File: config.mk
export PLATFORM = sky130hd
export DESIGN_NAME = hci_router_order_ctrl
export DESIGN_NICKNAME = d
export VERILOG_FILES = /design/src/rtl/hci_router_order_ctrl.sv
export SDC_FILE = /design/constraint.sdc
export NUM_CORES = 1
export LEC_CHECK = 0
export CAP_MARGIN = 0
export CELL_PAD_IN_SITES_DETAIL_PLACEMENT = 0
export CELL_PAD_IN_SITES_GLOBAL_PLACEMENT = 1
export CORE_UTILIZATION = 35
export CTS_CLUSTER_DIAMETER = 30
export DETAILED_ROUTE_END_ITERATION = 16
export GPL_TIMING_DRIVEN = 0
export HOLD_SLACK_MARGIN = 0.08
export PLACE_DENSITY_LB_ADDON = 0.1
export SYNTH_ARGS = -nofsm -noshare
export SYNTH_HDL_FRONTEND = slang
export SYNTH_SLANG_ARGS = --single-unit
File: constraint.sdc
create_clock -name clk_i -period 4.8 [get_ports clk_i]
set_input_delay 0.96 -clock clk_i [delete_from_list [all_inputs] [get_ports clk_i]]
set_output_delay 0.96 -clock clk_i [all_outputs]
set_load 0.02 [all_outputs]
File: src/rtl/hci_router_order_ctrl.sv
// rtl/hci_router_order_ctrl.sv - order offset sequencer and beat pacer for the channel-reordering HCI router
// Optional build macro HCI_ORDER_CTRL_PERF_EN adds the stall_cnt_o ungranted-request counter.
module hci_router_order_ctrl #(
    parameter int unsigned NB_OUT_CHAN = 4,
    parameter int unsigned CNT_W       = 16,
    parameter int unsigned MAX_OUTST   = 2,
    localparam int unsigned ORD_W      = $clog2(NB_OUT_CHAN),
    localparam int unsigned OUT_W      = $clog2(MAX_OUTST + 1)
) (
    input  logic             clk_i,
    input  logic             rst_i,
    input  logic             clear_i,
    input  logic             start_i,
    input  logic [ORD_W-1:0] base_order_i,
    input  logic [ORD_W-1:0] step_i,
    input  logic [CNT_W-1:0] beats_per_step_i,
    input  logic [CNT_W-1:0] total_beats_i,
    input  logic             req_i,
    input  logic             wen_i,
    input  logic             gnt_i,
    input  logic             r_valid_i,
    output logic [ORD_W-1:0] order_o,
    output logic             req_en_o,
    output logic             busy_o,
    output logic             done_o,
    output logic [CNT_W-1:0] beat_cnt_o
`ifdef HCI_ORDER_CTRL_PERF_EN
    ,
    output logic [CNT_W-1:0] stall_cnt_o
`endif
);

    typedef enum logic [1:0] {
        IDLE  = 2'd0,
        RUN   = 2'd1,
        DRAIN = 2'd2,
        DONE  = 2'd3
    } state_e;

    localparam logic [CNT_W-1:0] CNT_ONE  = {{(CNT_W-1){1'b0}}, 1'b1};
    localparam logic [OUT_W-1:0] OUT_ONE  = {{(OUT_W-1){1'b0}}, 1'b1};
    localparam logic [OUT_W-1:0] OUT_MAX  = OUT_W'(MAX_OUTST);

    state_e             state_q;
    logic [ORD_W-1:0]   order_q, order_d;
    logic [CNT_W-1:0]   beat_cnt_q;
    logic [CNT_W-1:0]   step_cnt_q, step_cnt_d;
    logic [OUT_W-1:0]   outst_q, outst_d;
    logic [ORD_W-1:0]   cfg_step_q;
    logic [CNT_W-1:0]   cfg_bps_q;
    logic [CNT_W-1:0]   cfg_total_q;
    logic               done_q;

    logic hs, rd_hs, rsp, last_beat, rot;

    always_comb begin
        req_en_o  = (state_q == RUN) && (beat_cnt_q < cfg_total_q) && (outst_q < OUT_MAX);
        hs        = req_i & req_en_o & gnt_i;
        rd_hs     = hs & ~wen_i;
        // Responses with nothing outstanding are write acks the router let through.
        rsp       = r_valid_i & (outst_q != '0);
        last_beat = (beat_cnt_q == (cfg_total_q - CNT_ONE));
        rot       = hs && (cfg_bps_q != '0) && (step_cnt_q == (cfg_bps_q - CNT_ONE));

        outst_d = outst_q;
        case ({rd_hs, rsp})
            2'b10:   outst_d = outst_q + OUT_ONE;
            2'b01:   outst_d = outst_q - OUT_ONE;
            default: outst_d = outst_q;
        endcase

        step_cnt_d = step_cnt_q;
        if (rot)
            step_cnt_d = '0;
        else if (hs && (cfg_bps_q != '0))
            step_cnt_d = step_cnt_q + CNT_ONE;

        // Wraps modulo NB_OUT_CHAN through ORD_W truncation.
        order_d = rot ? (order_q + cfg_step_q) : order_q;
    end

    always_ff @(posedge clk_i) begin
        if (rst_i || clear_i) begin
            state_q     <= IDLE;
            order_q     <= '0;
            beat_cnt_q  <= '0;
            step_cnt_q  <= '0;
            outst_q     <= '0;
            cfg_step_q  <= '0;
            cfg_bps_q   <= '0;
            cfg_total_q <= '0;
            done_q      <= 1'b0;
        end else begin
            done_q  <= 1'b0;
            outst_q <= outst_d;
            case (state_q)
                IDLE: begin
                    if (start_i) begin
                        cfg_step_q  <= step_i;
                        cfg_bps_q   <= beats_per_step_i;
                        cfg_total_q <= total_beats_i;
                        order_q     <= base_order_i;
                        beat_cnt_q  <= '0;
                        step_cnt_q  <= '0;
                        outst_q     <= '0;
                        if (total_beats_i == '0) begin
                            state_q <= DONE;
                            done_q  <= 1'b1;
                        end else begin
                            state_q <= RUN;
                        end
                    end
                end
                RUN: begin
                    if (hs) begin
                        beat_cnt_q <= beat_cnt_q + CNT_ONE;
                        step_cnt_q <= step_cnt_d;
                        order_q    <= order_d;
                        if (last_beat)
                            state_q <= DRAIN;
                    end
                end
                DRAIN: begin
                    if (outst_q == '0) begin
                        state_q <= DONE;
                        done_q  <= 1'b1;
                    end
                end
                DONE: begin
                    state_q <= IDLE;
                end
                default: begin
                    state_q <= IDLE;
                end
            endcase
        end
    end

`ifdef HCI_ORDER_CTRL_PERF_EN
    logic [CNT_W-1:0] stall_cnt_q;

    always_ff @(posedge clk_i) begin
        if (rst_i || clear_i) begin
            stall_cnt_q <= '0;
        end else if ((state_q == IDLE) && start_i) begin
            stall_cnt_q <= '0;
        end else if ((state_q == RUN) && req_i && req_en_o && !gnt_i && (stall_cnt_q != '1)) begin
            stall_cnt_q <= stall_cnt_q + CNT_ONE;
        end
    end

    assign stall_cnt_o = stall_cnt_q;
`endif

    assign order_o    = order_q;
    assign busy_o     = (state_q != IDLE);
    assign done_o     = done_q;
    assign beat_cnt_o = beat_cnt_q;

endmodule

# Word-level counts from Yosys, hierarchy flattened

Cells that the tools add are included.

Register bits: 73
Bits of input ports: 44
Output and inout port bits: 21
Logic and storage cells: 77

$add $sub $neg: 7
Order comparisons: 2
Equality and inequality tests: 13
Muxes and demuxes: 24
Bitwise gates (word level): 5
Reduce and logical (&&, ||, !) cells: 17

Operator list:

| operator                | count |
|---|---|
| $mux W16                | 5 |
| $pmux W16 S2            | 2 |
| $add A16 B1 Y16 const B | 2 |
| $eq A16 B16 Y1          | 2 |
| $sub A16 B1 Y16 const B | 2 |
| $mux W2                 | 10 |
| $logic_not A16 Y1       | 1 |
| $lt A16 B16 Y1          | 1 |
| $reduce_bool A16 Y1     | 1 |
| $reduce_and A4 Y1       | 3 |
| $ne A2 B2 Y1 const B    | 5 |
| $pmux W2 S2             | 2 |
| $pmux W2 S4             | 1 |
| $eq A2 B2 Y1 const B    | 3 |
| $reduce_bool A2 Y1      | 3 |
| $and A1 B1 Y1           | 4 |
| $eq A2 B1 Y1 const B    | 2 |
| $logic_and A1 B1 Y1     | 4 |
| $logic_not A2 Y1        | 2 |
| $mux W1                 | 3 |
| $ne A3 B2 Y1 const B    | 1 |
| $reduce_and A3 Y1       | 1 |
| $add A2 B1 Y2 const B   | 1 |
| $add A2 B2 Y2           | 1 |
| 6 further kinds         | 6 |

# Longest topological paths before layout

Gate-level depths: netlist of the first run.

Word-level depth: 10
Depth in mapped cells: 13
Depth with buffers taken out: 12

# Worst setup path before layout of the first run

OpenSTA, ideal clock, no wires.

Kind: reg2reg
Start point: reg cfg_bps_q[4]
End point: reg step_cnt_q[6]
Library setup time: 0.115 ns
Data arrival time: 3.365 ns
Slack: 1.320 ns
Cell stages (with the launch flop): 11
Period minus slack after synthesis: 3.480 ns
Cells stage by stage: dfxtp_1 buf_2 or4_4 or4_4 o32a_1 o22a_1 or4_1 or4_4 a31oi_2 buf_4 nor2_1

Word-level cells in the longest chain between the ends: 6

RTL lines:

| item                                                   | line   | source |
|---|---|---|
| start: declaration                                     | 50     | `logic [CNT_W-1:0] cfg_bps_q;` |
| start signal: assignment                               | 100    | `cfg_bps_q <= beats_per_step_i;` |
| $sub A16 B1 Y16 or $reduce_bool A16 Y1 (tied branches) | 63, 75 |  |
| $eq A16 B16 Y1 or $logic_and A1 B1 Y1 (tied branches)  | 63, 75 |  |
| $logic_and A1 B1 Y1                                    | 63     | `rot = hs && (cfg_bps_q != '0) && (step_cnt_q == (cfg_bps_q - CNT_ONE));` |
| $mux W16                                               | 73     | `if (rot)` |
| $mux W16                                               | 115    | `if (hs) begin` |
| $pmux W16 S2                                           | 96     | `case (state_q)` |
| end signal: assignment                                 | 117    | `step_cnt_q <= step_cnt_d;` |
| end: declaration                                       | 47     | `logic [CNT_W-1:0] step_cnt_q, step_cnt_d;` |

Parallel ways exist; a longest one is shown, timed or not. The select of a mux whose other input is x is not followed.
A chain may end at the register's enable or synchronous reset.

# Final worst setup path of the first run

Start point: reg cfg_bps_q[5]
End point: reg step_cnt_q[15]

Same word-level chain as after synthesis.

==> results.yml, run 1 <==
clock_network:
  cts_tree: "yes"
  postCtsSetupBuffers: 0
  post_cts_resized: 0
  htreeDepth: 3
  clk_path_buf_depth: 2
  clock_latency_ns: 0.34
  cts_root_buf: "clkbuf_16"
  numCtsBuffers: 9
  cts_hold_buf: 0
  clock_sinks: 73
  path_clk_slew_ns: 0.06
placement:
  place_inst: 833
  gp_congestion: 0.885
  dp_hpwl_um: 10300
  preCtsSetupSlack_ns: 0.913
  dpl_cell_area_sq_mm: 0.00546
  io_buffer_count: 64
yosys:
  synthMuxAreaShare_pct: 1.22
  synth-adder-area-share_pct: 7.07
  syn_inst: 597
  synth_top_area_share_pct: 31.7
  synth_top_family_by_area: "simple AND/OR/NAND/NOR gates"
  synth-main-ff-cell: "dfxtp_1"
  synth_seq_cells: 73
  syn_area_sq_mm: 0.00460
  yosysSeqAreaShare_pct: 31.7
  yosys_warnings: 0
  synth_commonest_cells: "98 x nand2_1, 73 x dfxtp_1, 52 x a21oi_1, 48 x nor2_1, 34 x xor2_1"
  synth_cell_types: 60
  synth_xor_area_share_pct: 11.8
  synth_area_per_cell_sq_um: 7.71
  yosysMostFrequentCell: "nand2_1"
  synth-edff-count: 0
  synth_nets: 667
  synth_compound_area_share_pct: 15.5
  yosys.area_share.simple_pct: 28.2
  synth_area_leaders: "dfxtp_1 32%, nand2_1 8.0%, ha_1 7.1%"
  synthArstFlopShare_pct: 0
  synth_largest_area_cell: "dfxtp_1"
worst_hold_path:
  hold_class: "flop to flop"
timing:
  finalClockSkew_ns: 0.00770
  fmax_ghz: 0.267
  min_period_ns: 3.75
  slew_viol_final: 0
  setup_violations: 0
  slew-limit-headroom_pct: 27.3
  tightestPinTransition_ns: 1.08
  hold_violations: 0
  fin_ws_ns: 1.05
  setup_tns_ns: 0
  rsz0062_at_grt: "false"
  final.period_utilization_pct: 78.1
status:
  status: "finished, final reports clean"
pwr:
  p_int_mw: 1.09
  comb_power_share_pct: 17.2
  pwr-share-seq_pct: 41.7
  p_leak_nw: 2.10
  total_power_mw: 1.52
  p_sw_mw: 0.425
  peakVddDrop_mv: 0.131
  powerDensity_mw_per_mm2: 265
  switching_share_pct: 28.0
  clockPowerShare_pct: 41.1
global_route:
  grt_util_all_layers_pct: 20.1
  grt_max_degree: 13
  grt_pass1_vias: 4044
  globalRouteOverflowTotal: 0
  grt_pass1_wl_um: 20700
  antenna_found_initial: 0
floorplan:
  ios: 65
  fp.coreArea_sq_mm: 0.0127
  die_h_um: 117
  chipWidth_um: 117
  initial_core_util_pct: 36.2
  rows: 41
  die_area_sq_mm: 0.0136
critical_path:
  worstPathArrival_ns: 3.98
  path_class: "flop to flop"
  start_kind: "flop"
  worstPathMaxFanout: 10
  worstSetupEndpointType: "flop"
  crit_required_ns: 5.04
cells_and_area:
  fin_nets: 742
  final_area_sq_mm: 0.00573
  diodes: 0
  areaGrowthSynthToFinish_pct: 24.5
  fin_cells: 849
  drive_above_1_share_pct: 5.02
flow_run:
  maxCapViolations: 0
detailed_routing:
  drt_first_pass_iters: 5
  drtAntennaViolNets: 0
  wl_per_cell_um: 15.3
  remaining_drc_errors: 0
  num_vias: 4402
  via_per_inst: 5.18
  drt_iter0_markers: 177
  wl_um: 13000
-- final timing paths --
| kind | cells after the start | endpoint | start | slack (ns) |
|---|---|---|---|---|
| max | 10 | step_cnt_q[15]$_SDFFE_PP0P_ | cfg_bps_q[5]$_SDFFE_PP0P_ | 1.05 |
| min | 2 | cfg_bps_q[9]$_SDFFE_PP0P_ | cfg_bps_q[9]$_SDFFE_PP0P_ | 0.48 |
| max reg2reg | 10 | step_cnt_q[15]$_SDFFE_PP0P_ | cfg_bps_q[5]$_SDFFE_PP0P_ | 1.05 |
| min reg2reg | 2 | cfg_bps_q[9]$_SDFFE_PP0P_ | cfg_bps_q[9]$_SDFFE_PP0P_ | 0.48 |
-- power by group through the flow --
stage          Clock [mW]  Sequential, mW  Combinational (mW)
3_3_place_gp            0           0.645               0.259
5_1_grt             0.663           0.634               0.290
2_1_floorplan           0           0.642               0.169
3_5_place_dp            0           0.646               0.261
4_1_cts             0.636           0.632               0.262
6_report            0.624           0.633               0.262
-- layout make-up --
type                       count  area (sq um)
clock inverter                 6          33.8
multi-input combinational    471          2940
tap                          172           215
clock buffer                  10           239
sequential                    73          1460
fill                        1324          6990
buffer                        25           100
inverter                      28           105
timing repair buffer          64           641
-- worst max-delay path: stages, from the launching register on --
cell      delay (ns)
dfxtp_1         0.29
clkbuf_1        0.18
or4_4           0.56
or4_4           0.56
o32a_1          0.30
o22a_1          0.20
or4_1           0.48
or4_4           0.46
a31oi_2         0.32
buf_4           0.23
nor2_1          0.06
-- state kept, by name, summed over array words and instances (netlist names) --
register	cells
beat_cnt_o	16
cfg_bps_q	16
cfg_step_q	2
cfg_total_q	16
done_o	1
order_o	2
outst_q	2
state_q	2
step_cnt_q	16
-- cells in the final DEF (no fill, tap or decap), types with 7 or more instances in the layout --
| cell | count |
|---|---|
| xor2_1 | 34 |
| nand4_1 | 14 |
| o211ai_1 | 12 |
| clkbuf_16 | 9 |
| ha_1 | 26 |
| xnor2_1 | 28 |
| nand2_1 | 98 |
| nor2_1 | 48 |
| nor3_1 | 18 |
| nand3_1 | 20 |
| dfxtp_1 | 73 |
| o21ai_0 | 15 |
| clkdlybuf4s50_1 | 64 |
| and3_1 | 11 |
| clkbuf_1 | 17 |
| or3_1 | 9 |
| nor4_1 | 12 |
| nor2b_1 | 7 |
| inv_1 | 28 |
| a21oi_1 | 52 |
-- metal layers --
layer / global-route usage (%) / share of wire (%)
met5: 0 / 0
met1: 30.5 / 54
met2: 28.4 / 40
met4: 7.68 / 1.5
met3: 2.70 / 4.4
-- logic make-up after synthesis --
| group | after synthesis |
|---|---|
| xor gates and xnor gates | 62 |
| buffers and inverters | 53 |
| and+or+nand+nor | 265 |
| muxes | 5 |
| adders and majority gates | 26 |
| AOI/OAI and AO/OA | 113 |
| DFF | 73 |
-- through the flow --
step | hold slack (ns) | utilization, %
CTS | 0.489 | 45.1
detailed placement | 0.482 | 42.9
floorplan | 0.440 | -
finish | 0.480 | 45.1
global placement | 0.468 | 42.9
global route | 0.508 | 45.1
No activity file was read; power rests on OpenSTA's default activity.
==> run 2: changes to the inputs <==
==> constraint.sdc (replaced) <==
create_clock -name clk_i -period 3.8 [get_ports clk_i]
set_input_delay 0.76 -clock clk_i [delete_from_list [all_inputs] [get_ports clk_i]]
set_output_delay 0.76 -clock clk_i [all_outputs]
set_load 0.02 [all_outputs]
==> run 2 against run 1 <==
Compared with the run above:
- fmax rose by 1.5%
- clock skew barely moved
- wire length barely moved
- via count rose by 0.50%
- critical path type unchanged
- largest cell class unchanged
==> results.yml, run 2 (synthesis results as in run 1) <==
timing:
  tightestPinTransition_ns: 1.08
  finalClockSkew_ns: 0.00739
  hold-worst-slack_ns: 0.480
  final.period_utilization_pct: 97.1
  slew-limit-headroom_pct: 27.5
  rsz0062_at_grt: "false"
  hold_violations: 0
  setup_violations: 0
  fin_ws_ns: 0.110
  setup_tns_ns: 0
  fmax_ghz: 0.271
  min_period_ns: 3.69
  slew_viol_final: 0
cells_and_area:
  drive_above_1_share_pct: 5.17
  fin_nets: 742
  areaGrowthSynthToFinish_pct: 24.8
  final_area_sq_mm: 0.00575
  utilization_pct: 45.2
  fin_cells: 849
  layout_common_cells: "98 x nand2_1, 73 x dfxtp_1, 64 x clkdlybuf4s50_1"
  final_common_cell: "nand2_1"
  multi_input_area_sq_mm: 0.00295
  diodes: 0
  register_area_sq_mm: 0.00146
  fillers: 1325
placement:
  preCtsSetupSlack_ns: 0.0669
  dp_hpwl_um: 10300
  io_buffer_count: 64
  gp_congestion: 0.885
  dpl_cell_area_sq_mm: 0.00546
  place_inst: 833
detailed_routing:
  drt_iter0_markers: 168
  wl_per_cell_um: 15.3
  drtAntennaViolNets: 0
  drt_first_pass_iters: 5
  wl_um: 13000
  remaining_drc_errors: 0
  via_per_inst: 5.21
  num_vias: 4424
global_route:
  globalRouteOverflowTotal: 0
  antenna_found_initial: 0
  grt_max_degree: 13
  grt_pass1_vias: 4044
  grt_util_all_layers_pct: 20.1
  grt_pass1_wl_um: 20700
critical_path:
  worstPathMaxFanout: 10
  crit_top_cell: "or4_4"
  path_class: "flop to flop"
  worstSetupEndpointType: "flop"
  critPathSlowestCell: "or4_4"
  cp_num_buf_inv: 2
  cp.depth: 10
  crit_required_ns: 4.04
  r2r_cells: 10
  worstPathArrival_ns: 3.93
  start_kind: "flop"
  max_stage_delay_ns: 0.56
  worstPathCellList: "clkbuf_1, or4_4, or4_4, o32a_1, o22a_1, or4_1, or4_4, a31oi_4, buf_4, nor2_1"
  cp_top_family: "simple AND/OR/NAND/NOR gates"
pwr:
  peakVddDrop_mv: 0.165
  total_power_mw: 1.92
  p_leak_nw: 2.10
  powerDensity_mw_per_mm2: 334
clock_network:
  postCtsSetupBuffers: 0
  cts_tree: "yes"
  clock_latency_ns: 0.34
  numCtsBuffers: 9
  cts_root_buf: "clkbuf_16"
  clk_path_buf_depth: 2
  path_clk_slew_ns: 0.06
  clock_sinks: 73
  htreeDepth: 3
floorplan:
  ios: 65
  die_h_um: 117
  rows: 41
  chipWidth_um: 117
  die_area_sq_mm: 0.0136
  initial_core_util_pct: 36.2
  fp.coreArea_sq_mm: 0.0127
status:
  status: "finished, final reports clean"
flow_run:
  maxCapViolations: 0
worst_hold_path:
  hold_class: "flop to flop"
  holdPathStages: 2
-- run 2: cell counts in the layout (fill, tap and decap cells not counted) --
No cell type changed its count.
-- run 2: layout make-up --
class / count / area share [%]
plain buffers: 25 / 1.74
clock buffers: 10 / 4.16
clock inverters: 6 / 0.588
inverters: 28 / 1.83
multi-input cells: 471 / 51.4
flip-flops and latches: 73 / 25.4
well taps: 172 / 3.74
repair buffers: 64 / 11.1
-- run 2: worst min-delay path, cell delays in order (launching register included) --
cell and delay, ns:
dfxtp_1 0.32, nand2_1 0.06, a21oi_1 0.05
-- run 2: final timing paths --
kind                             start                     endpoint  slack, ns
min          cfg_bps_q[9]$_SDFFE_PP0P_    cfg_bps_q[9]$_SDFFE_PP0P_       0.48
max reg2reg  cfg_bps_q[5]$_SDFFE_PP0P_  step_cnt_q[15]$_SDFFE_PP0P_       0.11
max          cfg_bps_q[5]$_SDFFE_PP0P_  step_cnt_q[15]$_SDFFE_PP0P_       0.11
min reg2reg  cfg_bps_q[9]$_SDFFE_PP0P_    cfg_bps_q[9]$_SDFFE_PP0P_       0.48
-- run 2: power by group --
part           switching (mW)  internal (mW)  total (mW)
Combinational           0.186          0.147       0.333
Sequential             0.0185          0.781       0.799
Clock                   0.334          0.454       0.789
-- run 2: layer usage --
layer | up-vias | part of all wire [%] | GRT usage, %
met5 | - | 0 | 0
met3 | 12 | 4.2 | 2.70
met4 | 0 | 1.5 | 7.68
met1 | 2051 | 54 | 30.5
met2 | 102 | 40 | 28.4
li1 | 2259 | - | -
-- run 2: timing repair --
item,in CTS,in global routing
hold buffers,0,0
resized for setup,0,2
setup endpoints to repair,0,11
